## src/rtl/decode_stage_if.sv

```systemverilog
// decode_stage_if: valid/ready bundle between fetch and the decode stage and
// between the decode stage and register-file read/execute.
//   in_*  : fetch-side beat (in_valid/in_ready handshake, instruction + PC)
//   out_* : decoded beat (out_valid/out_ready handshake, decoded fields)
// Modports: master = fetch/consumer side (drives in_* and out_ready),
//           slave  = decode stage.
interface decode_stage_if #(
  parameter int unsigned XLEN = 32
);
  logic            in_valid;
  logic            in_ready;
  logic [31:0]     in_instr;
  logic [XLEN-1:0] in_pc;

  logic            out_valid;
  logic            out_ready;
  logic [XLEN-1:0] out_pc;
  logic [4:0]      out_rs1;
  logic [4:0]      out_rs2;
  logic [4:0]      out_rd;
  logic            out_rs1_valid;
  logic            out_rs2_valid;
  logic            out_rd_valid;
  logic [31:0]     out_imm;
  logic [2:0]      out_fmt;
  logic [10:0]     out_dec_bits;
  logic            out_illegal;
  logic            out_is_mext;

  modport master (
    output in_valid, in_instr, in_pc, out_ready,
    input  in_ready, out_valid, out_pc, out_rs1, out_rs2, out_rd,
           out_rs1_valid, out_rs2_valid, out_rd_valid, out_imm, out_fmt,
           out_dec_bits, out_illegal, out_is_mext
  );

  modport slave (
    input  in_valid, in_instr, in_pc, out_ready,
    output in_ready, out_valid, out_pc, out_rs1, out_rs2, out_rd,
           out_rs1_valid, out_rs2_valid, out_rd_valid, out_imm, out_fmt,
           out_dec_bits, out_illegal, out_is_mext
  );
endinterface

```

## src/rtl/decode_stage.sv

```systemverilog
// decode_stage: pipelined RV32 instruction decode with valid/ready on both
// sides, an output register O and (SKID=1) a skid register K.
// Ports:
//   clk   : rising-edge clock
//   rst   : synchronous active-high reset (kills beats, zeroes data regs)
//   flush : synchronous kill of all buffered beats
//   bus   : decode_stage_if.slave (in_* from fetch, out_* decoded beat)
// Parameters: XLEN (PC width), ENABLE_M (accept M extension),
//             SKID (1 = two entries with registered in_ready, 0 = one entry).
module decode_stage #(
  parameter int unsigned XLEN     = 32,
  parameter bit          ENABLE_M = 1'b0,
  parameter bit          SKID     = 1'b1
) (
  input logic           clk,
  input logic           rst,
  input logic           flush,
  decode_stage_if.slave bus
);

  typedef enum logic [2:0] {
    FMT_R    = 3'd0,
    FMT_I    = 3'd1,
    FMT_S    = 3'd2,
    FMT_B    = 3'd3,
    FMT_U    = 3'd4,
    FMT_J    = 3'd5,
    FMT_NONE = 3'd7
  } fmt_e;

  typedef enum logic [6:0] {
    OPC_LUI      = 7'b0110111,
    OPC_AUIPC    = 7'b0010111,
    OPC_JAL      = 7'b1101111,
    OPC_JALR     = 7'b1100111,
    OPC_BRANCH   = 7'b1100011,
    OPC_LOAD     = 7'b0000011,
    OPC_STORE    = 7'b0100011,
    OPC_OP_IMM   = 7'b0010011,
    OPC_OP       = 7'b0110011,
    OPC_MISC_MEM = 7'b0001111,
    OPC_SYSTEM   = 7'b1110011
  } opc_e;

  typedef struct packed {
    logic [XLEN-1:0] pc;
    logic [4:0]      rs1;
    logic [4:0]      rs2;
    logic [4:0]      rd;
    logic            rs1_valid;
    logic            rs2_valid;
    logic            rd_valid;
    logic [31:0]     imm;
    fmt_e            fmt;
    logic [10:0]     dec_bits;
    logic            illegal;
    logic            is_mext;
  } beat_t;

  logic [31:0] instr;
  logic [6:0]  opcode;
  logic [2:0]  funct3;
  logic [6:0]  funct7;

  logic  illegal_c;
  logic  mext_c;
  fmt_e  fmt_c;
  beat_t dec_c;

  beat_t o_q, o_d;
  beat_t k_q, k_d;
  logic  o_valid_q, o_valid_d;
  logic  k_valid_q, k_valid_d;

  logic  in_ready_c;
  logic  accept;
  logic  drain;

  assign instr  = bus.in_instr;
  assign opcode = instr[6:0];
  assign funct3 = instr[14:12];
  assign funct7 = instr[31:25];

  // Format and legality from opcode/funct fields.
  always_comb begin
    illegal_c = 1'b0;
    mext_c    = 1'b0;
    fmt_c     = FMT_NONE;
    case (opcode)
      OPC_LUI, OPC_AUIPC: fmt_c = FMT_U;
      OPC_JAL:            fmt_c = FMT_J;
      OPC_JALR: begin
        fmt_c     = FMT_I;
        illegal_c = (funct3 != 3'b000);
      end
      OPC_BRANCH: begin
        fmt_c     = FMT_B;
        illegal_c = (funct3 == 3'b010) || (funct3 == 3'b011);
      end
      OPC_LOAD: begin
        fmt_c     = FMT_I;
        illegal_c = (funct3 == 3'b011) || (funct3 == 3'b110) || (funct3 == 3'b111);
      end
      OPC_STORE: begin
        fmt_c     = FMT_S;
        illegal_c = (funct3 >= 3'b011);
      end
      OPC_OP_IMM: begin
        fmt_c = FMT_I;
        if (funct3 == 3'b001)
          illegal_c = (funct7 != 7'b0000000);
        else if (funct3 == 3'b101)
          illegal_c = (funct7 != 7'b0000000) && (funct7 != 7'b0100000);
      end
      OPC_OP: begin
        fmt_c = FMT_R;
        if (funct7 == 7'b0000000)
          illegal_c = 1'b0;
        else if (funct7 == 7'b0100000)
          illegal_c = (funct3 != 3'b000) && (funct3 != 3'b101);
        else if ((funct7 == 7'b0000001) && ENABLE_M)
          mext_c = 1'b1;
        else
          illegal_c = 1'b1;
      end
      OPC_MISC_MEM, OPC_SYSTEM: fmt_c = FMT_I;
      default: illegal_c = 1'b1;
    endcase
  end

  // Full decoded beat; an illegal encoding keeps its raw fields but carries
  // no format, immediate or operand-valid information.
  always_comb begin
    dec_c          = '0;
    dec_c.pc       = bus.in_pc;
    dec_c.rs1      = instr[19:15];
    dec_c.rs2      = instr[24:20];
    dec_c.rd       = instr[11:7];
    dec_c.dec_bits = {instr[30], funct3, opcode};
    if (illegal_c) begin
      dec_c.illegal = 1'b1;
      dec_c.fmt     = FMT_NONE;
    end else begin
      dec_c.fmt     = fmt_c;
      dec_c.is_mext = mext_c;
      case (fmt_c)
        FMT_I:   dec_c.imm = {{20{instr[31]}}, instr[31:20]};
        FMT_S:   dec_c.imm = {{20{instr[31]}}, instr[31:25], instr[11:7]};
        FMT_B:   dec_c.imm = {{19{instr[31]}}, instr[31], instr[7], instr[30:25],
                              instr[11:8], 1'b0};
        FMT_U:   dec_c.imm = {instr[31:12], 12'b0};
        FMT_J:   dec_c.imm = {{11{instr[31]}}, instr[31], instr[19:12], instr[20],
                              instr[30:21], 1'b0};
        default: dec_c.imm = '0;
      endcase
      dec_c.rs1_valid = (fmt_c == FMT_R) || (fmt_c == FMT_I) ||
                        (fmt_c == FMT_S) || (fmt_c == FMT_B);
      dec_c.rs2_valid = (fmt_c == FMT_R) || (fmt_c == FMT_S) || (fmt_c == FMT_B);
      dec_c.rd_valid  = ((fmt_c == FMT_R) || (fmt_c == FMT_I) ||
                         (fmt_c == FMT_U) || (fmt_c == FMT_J)) &&
                        (instr[11:7] != 5'd0);
    end
  end

  // With SKID, readiness depends only on K occupancy; rst/flush gate it so a
  // beat offered while the pipe is being killed is never taken.
  always_comb begin
    if (SKID)
      in_ready_c = ~k_valid_q & ~flush & ~rst;
    else
      in_ready_c = (bus.out_ready | ~o_valid_q) & ~flush & ~rst;
  end

  assign accept = bus.in_valid & in_ready_c;
  assign drain  = o_valid_q & bus.out_ready;

  // O refills from K first (oldest beat) so order is preserved; a new beat
  // only lands in K when O is holding and not draining.
  always_comb begin
    o_d       = o_q;
    k_d       = k_q;
    o_valid_d = o_valid_q;
    k_valid_d = k_valid_q;
    if (drain || !o_valid_q) begin
      if (k_valid_q) begin
        o_d       = k_q;
        o_valid_d = 1'b1;
        k_valid_d = 1'b0;
      end else if (accept) begin
        o_d       = dec_c;
        o_valid_d = 1'b1;
      end else begin
        o_valid_d = 1'b0;
      end
    end else if (accept) begin
      k_d       = dec_c;
      k_valid_d = 1'b1;
    end
  end

  always_ff @(posedge clk) begin
    if (rst) begin
      o_valid_q <= 1'b0;
      k_valid_q <= 1'b0;
      o_q       <= '0;
      k_q       <= '0;
    end else if (flush) begin
      o_valid_q <= 1'b0;
      k_valid_q <= 1'b0;
    end else begin
      o_valid_q <= o_valid_d;
      k_valid_q <= k_valid_d;
      o_q       <= o_d;
      k_q       <= k_d;
    end
  end

  assign bus.in_ready      = in_ready_c;
  assign bus.out_valid     = o_valid_q;
  assign bus.out_pc        = o_q.pc;
  assign bus.out_rs1       = o_q.rs1;
  assign bus.out_rs2       = o_q.rs2;
  assign bus.out_rd        = o_q.rd;
  assign bus.out_rs1_valid = o_q.rs1_valid;
  assign bus.out_rs2_valid = o_q.rs2_valid;
  assign bus.out_rd_valid  = o_q.rd_valid;
  assign bus.out_imm       = o_q.imm;
  assign bus.out_fmt       = o_q.fmt;
  assign bus.out_dec_bits  = o_q.dec_bits;
  assign bus.out_illegal   = o_q.illegal;
  assign bus.out_is_mext   = o_q.is_mext;

endmodule

```

## src/flat_wrapper.sv

```systemverilog
// flat-port wrapper written by rule: the top's interface ports become plain ports
module decode_stage_flat 
#(
  parameter int unsigned XLEN     = 32,
  parameter bit          ENABLE_M = 1'b0,
  parameter bit          SKID     = 1'b1
)
  (clk, rst, flush, bus_in_valid, bus_in_instr, bus_in_pc, bus_out_ready, bus_in_ready, bus_out_valid, bus_out_pc, bus_out_rs1, bus_out_rs2, bus_out_rd, bus_out_rs1_valid, bus_out_rs2_valid, bus_out_rd_valid, bus_out_imm, bus_out_fmt, bus_out_dec_bits, bus_out_illegal, bus_out_is_mext);
  decode_stage_if #(.XLEN(XLEN)) bus_i ();
  input logic clk;
  input logic rst;
  input logic flush;
  input wire logic [$bits(bus_i.in_valid)-1:0] bus_in_valid;
  input wire logic [$bits(bus_i.in_instr)-1:0] bus_in_instr;
  input wire logic [$bits(bus_i.in_pc)-1:0] bus_in_pc;
  input wire logic [$bits(bus_i.out_ready)-1:0] bus_out_ready;
  output wire logic [$bits(bus_i.in_ready)-1:0] bus_in_ready;
  output wire logic [$bits(bus_i.out_valid)-1:0] bus_out_valid;
  output wire logic [$bits(bus_i.out_pc)-1:0] bus_out_pc;
  output wire logic [$bits(bus_i.out_rs1)-1:0] bus_out_rs1;
  output wire logic [$bits(bus_i.out_rs2)-1:0] bus_out_rs2;
  output wire logic [$bits(bus_i.out_rd)-1:0] bus_out_rd;
  output wire logic [$bits(bus_i.out_rs1_valid)-1:0] bus_out_rs1_valid;
  output wire logic [$bits(bus_i.out_rs2_valid)-1:0] bus_out_rs2_valid;
  output wire logic [$bits(bus_i.out_rd_valid)-1:0] bus_out_rd_valid;
  output wire logic [$bits(bus_i.out_imm)-1:0] bus_out_imm;
  output wire logic [$bits(bus_i.out_fmt)-1:0] bus_out_fmt;
  output wire logic [$bits(bus_i.out_dec_bits)-1:0] bus_out_dec_bits;
  output wire logic [$bits(bus_i.out_illegal)-1:0] bus_out_illegal;
  output wire logic [$bits(bus_i.out_is_mext)-1:0] bus_out_is_mext;
  assign bus_i.in_valid = bus_in_valid;
  assign bus_i.in_instr = bus_in_instr;
  assign bus_i.in_pc = bus_in_pc;
  assign bus_i.out_ready = bus_out_ready;
  assign bus_in_ready = bus_i.in_ready;
  assign bus_out_valid = bus_i.out_valid;
  assign bus_out_pc = bus_i.out_pc;
  assign bus_out_rs1 = bus_i.out_rs1;
  assign bus_out_rs2 = bus_i.out_rs2;
  assign bus_out_rd = bus_i.out_rd;
  assign bus_out_rs1_valid = bus_i.out_rs1_valid;
  assign bus_out_rs2_valid = bus_i.out_rs2_valid;
  assign bus_out_rd_valid = bus_i.out_rd_valid;
  assign bus_out_imm = bus_i.out_imm;
  assign bus_out_fmt = bus_i.out_fmt;
  assign bus_out_dec_bits = bus_i.out_dec_bits;
  assign bus_out_illegal = bus_i.out_illegal;
  assign bus_out_is_mext = bus_i.out_is_mext;
  decode_stage #(.XLEN(XLEN), .ENABLE_M(ENABLE_M), .SKID(SKID)) u_core (.clk(clk), .rst(rst), .flush(flush), .bus(bus_i));
endmodule
```

## config.mk

```make
export PLATFORM = sky130hd
export DESIGN_NAME = decode_stage_flat
export DESIGN_NICKNAME = d
export VERILOG_FILES = /design/src/rtl/decode_stage_if.sv /design/src/rtl/decode_stage.sv /design/src/flat_wrapper.sv
export SDC_FILE = /design/constraint.sdc
export NUM_CORES = 1
export LEC_CHECK = 0
export CORE_MARGIN = 2
export CORE_UTILIZATION = 24
export CTS_CLUSTER_SIZE = 14
export DETAILED_ROUTE_END_ITERATION = 16
export PLACE_DENSITY = 0.46
export SYNTH_ARGS = -nofsm -noshare
export SYNTH_HDL_FRONTEND = slang
export SYNTH_SLANG_ARGS = --single-unit
```

## constraint.sdc

```tcl
create_clock -name clk -period 2.11 [get_ports clk]
set_input_delay 0.211 -clock clk [delete_from_list [all_inputs] [get_ports clk]]
set_output_delay 0.211 -clock clk [all_outputs]
set_load 0.01 [all_outputs]
```

==> out/results.tsv, run 1 <==
stage	metric	value	unit
yosys	synthArstFlopShare	0	
sta	fmax	483	MHz
die	num_io_pins	169	
finish	drive_above_1_share	0.148	
die	start_util	0.242	
sta	holdWs	233	ps
yosys	synth_cells	970	
sta	hold_viol	0	
pwr	p_per_area	679	mW/mm2
pwr	ir_worst_vdd	0.567	mV
place	io_buffers	167	
finish	syn_to_final_growth	41.1	%
worst_setup_path	crit_type	primary input to flip-flop	
yosys	synth_top_cell_area_share	0.471	
route	drc_errors	0	
worst_setup_path	end_kind	flip-flop	
cts	holdBufCountCts	0	
yosys	synth_ff_type	dfxtp_1	
route	antenna_left	0	
yosys	yosysTopAreaCell	dfxtp_1	
place	hpwlAfterDp	19500	um
cts	cts_sinks	196	
sta	setup_tns	0	ps
pwr	power	7970	uW
route	wirelength	28300	um
worst_setup_path	startpoint_type	primary input	
yosys	synth_area_leaders	dfxtp_1 47%, a21oi_1 7.3%, mux2i_1 7.0%	
yosys	postSynthAreaPerCell	8.58	um2
route	viasPerCell	4.75	
cts	cts_made_buffers	17	
worst_setup_path	worstPathRequired	2480	ps
place	place_area	0.0111	mm2
global_routing	track_usage	0.157	
finish	final_nets	1229	
yosys	synth-seq-cells	196	
die	rows	68	
finish	fin_area	0.0117	mm2
yosys	synth-warning-count	0	
yosys	synth.distinct_cells	61	
worst_hold_path	hp-class	primary input to flip-flop	
route	wire_per_inst	17.4	um
die	die_w	190	um
die	dieArea	0.0362	mm2
route	drt_iter0_drc	372	
worst_setup_path	crit_arrival	2440	ps
route	drtPass1Iterations	4	
worst_setup_path	r2r_setup_slack	150	ps
yosys	synth_edf_count	0	
worst_setup_path	critPathMaxFanout	13	
sta	worst_pin_slew	986	ps
pwr	cellLeakagePower	0.00404	uW
cts	root_buffer	clkbuf_16	
global_routing	grt_max_degree	69	
finish	nFillCells	3598	
cts	clk_pin_slew	70	ps
run	cap_violations	0	
sta	grt_setup_unrepaired	false	
sta	maxSlewHeadroom	0.342	
global_routing	grt-ovfl-total	0	
global_routing	grt_first_pass_wirelength	43700	um
finish	n_antenna_cell	0	
yosys	yosysSeqAreaShare	0.471	
sta	timing.final.crit_period	2070	ps
yosys	syn_nets	1039	
sta	setup_violations	0	
cts	h-tree-depth	4	
cts	cts_tree	done	
finish	final_cell_mix	195 x dfxtp_1, 157 x clkdlybuf4s50_1, 151 x nand2_1	
finish	final_common_cell	dfxtp_1	
die	fp.coreArea	0.0344	mm2
cts	clock_insertion_delay_worst_skew	450	ps
sta	period_share	0.981	
sta	fin_skew	16.4	ps
yosys	syn_area	0.00833	mm2
global_routing	grt_pass1_vias	7475	
cts	cts_buffer_depth	2	
sta	drv_slew	0	
die	die_y	190	um
place	gp_congestion	0.816	
global_routing	antenna_found_initial	1	
route	via_count	7734	
run_status	outcome	completed	
==> flip-flops by register name, indices dropped and copies added, names as in the netlist, 3 cells and up <==
signal                   count
u_core.bus.out_dec_bits     11
u_core.bus.out_fmt           3
u_core.bus.out_imm          32
u_core.bus.out_pc           32
u_core.bus.out_rd            5
u_core.bus.out_rs1           5
u_core.bus.out_rs2           5
u_core.k_q                  97
==> layer usage <==
layer / up-vias / part of all wire / GRT usage
met5: - / 0.00046 / 0
met4: 2 / 0.025 / 0.0558
met3: 33 / 0.047 / 0.0335
met2: 167 / 0.47 / 0.255
met1: 3699 / 0.45 / 0.205
li1: 3833 / - / -
==> final cells by class <==
class,count,area [um2],area share
clock buffers,18,439,0.0374
flip-flops and latches,196,3930,0.334
multi-input cells,675,4070,0.347
clock inverters,13,139,0.0118
repair buffers,264,2580,0.219
well taps,455,569,0.0485
inverters,6,22.5,0.00192
==> critical path: stages <==
cell	delay, ps
clkdlybuf4s50_1	490
nor4bb_1	60
buf_4	160
a41o_1	260
or3b_4	390
or4_4	490
buf_12	190
o22ai_1	170
==> final timing paths <==
path,from,end,depth (start not counted)
hold / removal,bus_in_instr[13],u_core.k_q[10]$_SDFFE_PP0P_,4
hold reg to reg,u_core.k_q[37]$_SDFFE_PP0P_,u_core.k_q[37]$_SDFFE_PP0P_,2
setup / recovery,bus_in_instr[2],u_core.bus.out_imm[31]$_SDFFE_PP0P_,8
setup reg to reg,u_core.bus.out_valid$_SDFFE_PP0P_,u_core.bus.out_imm[31]$_SDFFE_PP0P_,5
==> synthesized netlist by cell type (5+ instances only) <==
master / count
nand2b_1: 5
mux2i_1: 58
o21ai_0: 43
o22ai_2: 20
a22o_1: 6
o211a_1: 5
nor3_1: 7
nand2_1: 151
o22ai_1: 14
clkbuf_1: 72
buf_1: 7
buf_2: 8
and3_1: 33
dfxtp_1: 196
nand3_1: 10
a211oi_1: 60
inv_1: 6
a21oi_1: 121
nor2_1: 76
a22oi_1: 5
==> kinds of logic after synthesis <==
group | Yosys count | synth area share
AND/OR/NAND/NOR | 314 | 0.170
AO/OA/AOI/OAI | 298 | 0.234
flip-flops | 196 | 0.471
buffers and inverters | 99 | 0.0494
multiplexers | 59 | 0.0711
XOR/XNOR | 2 | 0.00210
adder cells (fa/ha/maj) | 1 | 0.00120
other | 1 | 0.000450
==> report_power, final <==
group / total, uW / leakage, uW / internal (uW) / switching (uW)
clock: 3270 / 0.000276 / 1700 / 1570
combinational: 893 / 0.00218 / 438 / 456
sequential: 3810 / 0.00159 / 3770 / 41.9
==> repair_timing <==
action | 4_1_cts | 5_1_grt
setup buffers | 0 | 0
resized for setup | 15 | 12
cloned | 0 | 1
setup endpoints to repair | 70 | 44
pin swaps | 1 | 4
==> through the flow <==
step                       util  setup slack [ps]  cells
after floorplan               -             -23.2    970
after global placement    0.323              -650   1595
after detailed placement  0.323              -700   1595
after CTS                 0.340             -2.74   1626
after global routing      0.342              9.05   1627
final                     0.342              40.7   1627
No activity file was read; power rests on OpenSTA's default activity.
==> inputs of run 2 (changes only) <==
Settings changed: ABC_AREA set to 1.
==> run 2 against run 1 <==
Largest power group unchanged. Fmax is 7.7% higher. Power is 2.5% lower. Via count is 11% higher.
==> out/results.tsv, run 2 <==
stage	metric	value	unit	change
die	die_w	196	um	+3.0%
place	gp_congestion	0.813		-0.40%
cts	h-tree-depth	4		unchanged
cts	holdBufCountCts	0		unchanged
worst_setup_path	worstPathRequired	2440	ps	-40 ps
sta	hold_viol	0		unchanged
cts	cts_made_buffers	17		unchanged
sta	holdWs	115	ps	-117 ps
worst_setup_path	crit_arrival	2250	ps	-190 ps
finish	largest_register	u_core.k_q		
finish	final_nets	1479		+20%
pwr	ir_worst_vdd	0.614	mV	+8.2%
die	die_y	196	um	+3.0%
yosys	synth_most_common_cell	nand2_1		
sta	period_share	0.911		-0.0701
sta	grt_setup_unrepaired	false		
route	drc_errors	0		unchanged
finish	largest_reg_flops	97		unchanged
worst_setup_path	critical_path.top_delay_family	simple AND/OR/NAND/NOR gates		
route	drt-met1-wl	14300	um	+11%
global_routing	grt-ovfl-total	0		unchanged
cts	root_buffer	clkbuf_16		
finish	final_cell_mix	272 x nand2_1, 195 x nor2_1, 195 x dfxtp_1		
sta	fin_skew	13.8	ps	-2.59 ps
yosys	synth_top_cell_area_share	0.444		-0.0275
pwr	power	7770	uW	-2.5%
route	route.met3.wl	1250	um	-6.5%
worst_setup_path	crit_top_cell	nand2_1		
die	num_io_pins	169		unchanged
sta	fmax	520	MHz	+7.7%
yosys	yosysTopAreaCell	dfxtp_1		
cts	cts_sinks	196		unchanged
place	io_buffers	167		unchanged
route	viasPerCell	4.53		-4.6%
finish	drive_above_1_share	0.141		-0.00721
global_routing	grt_pass1_vias	8214		+9.9%
place	hpwlAfterDp	19800	um	+1.4%
place	dp_cells	1859		+17%
yosys	yosysSeqAreaShare	0.444		-0.0275
yosys	synth_ff_type	dfxtp_1		
worst_setup_path	critPathSlowestCell	clkdlybuf4s50_1		
route	drtPass1Iterations	6		+2
cts	cts_tree	done		
sta	setup_tns	0	ps	unchanged
yosys	syn_area	0.00884	mm2	+6.2%
route	via_count	8574		+11%
route	wirelength	29100	um	+2.8%
yosys	synth-seq-cells	196		unchanged
route	wire_per_inst	15.4	um	-12%
cts	clk_pin_slew	80	ps	about the same
finish	final_common_cell	nand2_1		
worst_setup_path	crit_chain	clkdlybuf4s50_1 > inv_1 > nand2_1 > nor2_2 > nand2_1 > nor2_1 > nand2_1 > nand2_4 > nor2_8 > buf_12 > nand2_2 > nand2_1 > nand2_1 > a21oi_2		
pwr	p_per_area	644	mW/mm2	-5.1%
route	antenna_left	0		unchanged
route	met2WireLength	13200	um	-1.8%
place	dp_slack	-295	ps	+405 ps
die	rows	70		+2.9%
pwr	cellLeakagePower	0.00513	uW	+27%
finish	n_antenna_cell	0		unchanged
run	cap_violations	0		unchanged
sta	worst_pin_slew	784	ps	-203 ps
sta	drv_slew	0		unchanged
yosys	synthArstFlopShare	0		unchanged
global_routing	grt_first_pass_wirelength	46600	um	+6.5%
sta	setup_slack	189	ps	+148 ps
sta	maxSlewHeadroom	0.477		+0.135
worst_setup_path	crit_type	primary input to flip-flop		
finish	fin_cells	1891		+16%
yosys	ys_top_cells_by_count	273 x nand2_1, 196 x dfxtp_1, 195 x nor2_1		
run_status	outcome	completed		
global_routing	track_usage	0.155		-0.00242
global_routing	grt_max_degree	134		+94%
die	dieArea	0.0384	mm2	+6.1%
cts	clock_insertion_delay_worst_skew	460	ps	about the same
yosys	synth.distinct_cells	32		-48%
route	drt_iter0_drc	489		+31%
finish	syn_to_final_growth	36.5	%	
cts	cts_buffer_depth	2		unchanged
sta	setup_violations	0		unchanged
sta	timing.final.crit_period	1920	ps	-148 ps
yosys	syn_nets	1312		+26%
worst_hold_path	hp-class	primary input to flip-flop		
yosys	synth_area_leaders	dfxtp_1 44%, nand2_1 12%, o21ai_0 9.7%		
worst_setup_path	slowest_delay	520	ps	+30 ps
yosys	synth_edf_count	0		unchanged
global_routing	antenna_found_initial	1		unchanged
die	fp.coreArea	0.0364	mm2	+6.0%
worst_setup_path	critPathMaxFanout	14		+1
worst_setup_path	startpoint_type	primary input		
yosys	synth-warning-count	0		unchanged
worst_setup_path	cp_num_buf_inv	3		unchanged
die	start_util	0.243		+0.000439
route	top_layer_used	met5		
worst_setup_path	end_kind	flip-flop		
yosys	postSynthAreaPerCell	7.11	um2	-17%
yosys	synth_cells	1243		+28%
## run 2: final timing paths
path / startpoint / to / slack, ps / cells past startpoint
worst min register to register: u_core.k_q[52]$_SDFFE_PP0P_ / u_core.bus.out_rd[1]$_SDFFE_PP0P_ / 460 / 2
worst min-delay path: rst / u_core.k_valid_q$_SDFFE_PP0P_ / 120 / 4
worst max-delay path: bus_in_instr[2] / u_core.bus.out_imm[23]$_SDFFE_PP0P_ / 190 / 14
worst max register to register: u_core.k_valid_q$_SDFFE_PP0P_ / u_core.bus.out_dec_bits[5]$_SDFFE_PP0P_ / 530 / 8
## run 2: per-stage QoR
step,area (um2),utilization
after detailed placement,11500,0.315
after floorplan,8840,-
after CTS,12100,0.331
after global placement,11500,0.315
after global routing,12100,0.331
final,12100,0.331
## run 2: area by class of cell
cell class | instances | area (um2)
Clock buffer | 18 | 439
Clock inverter | 14 | 140
Fill cell | 3920 | 24400
Inverter | 44 | 174
Multi-Input combinational cell | 908 | 4330
Sequential cell | 196 | 3930
Tap cell | 468 | 586
Timing Repair Buffer | 243 | 2470
## run 2: metal layers
metal | track usage | up-vias
met5 | 0 | -
met4 | 0.0435 | 2
met3 | 0.0306 | 27
met2 | 0.248 | 178
met1 | 0.211 | 3930
li1 | - | 4437
## run 2: timing repair
action / CTS / global route
gates resized for setup: 0 / 1
buffers inserted: 0 / 0
setup endpoints to repair: 0 / 1
## run 2: worst register-to-register path, stage by stage (launching register included)
cell and delay, ps:
dfxtp_2 340, nor2_1 140, nand2_1 90, nand2_1 100
nand2_2 110, clkinv_2 170, buf_4 280, buf_4 180
a31oi_1 70
## run 2: power by group
part / switching (uW) / total (uW) / leakage (uW) / internal (uW)
Sequential: 24.8 / 3770 / 0.00158 / 3750
Clock: 1680 / 3290 / 0.000283 / 1600
Combinational: 371 / 713 / 0.00326 / 342
## run 2: kinds of logic (layout without fill, tap and decap cells)
kind of cell,after synthesis,after routing,share of synthesized area
AND/OR/NAND/NOR,546,546,0.260
AO/OA/AOI/OAI,361,361,0.228
flip-flops,196,196,0.444
buffers and inverters,139,319,0.0683
other,1,1,0.000424
==> inputs of run 3 (changes only) <==
Settings changed: SLEW_MARGIN set to 0.
==> results of run 3 <==
Final layout, timing and power as in run 2 (identical DEF).
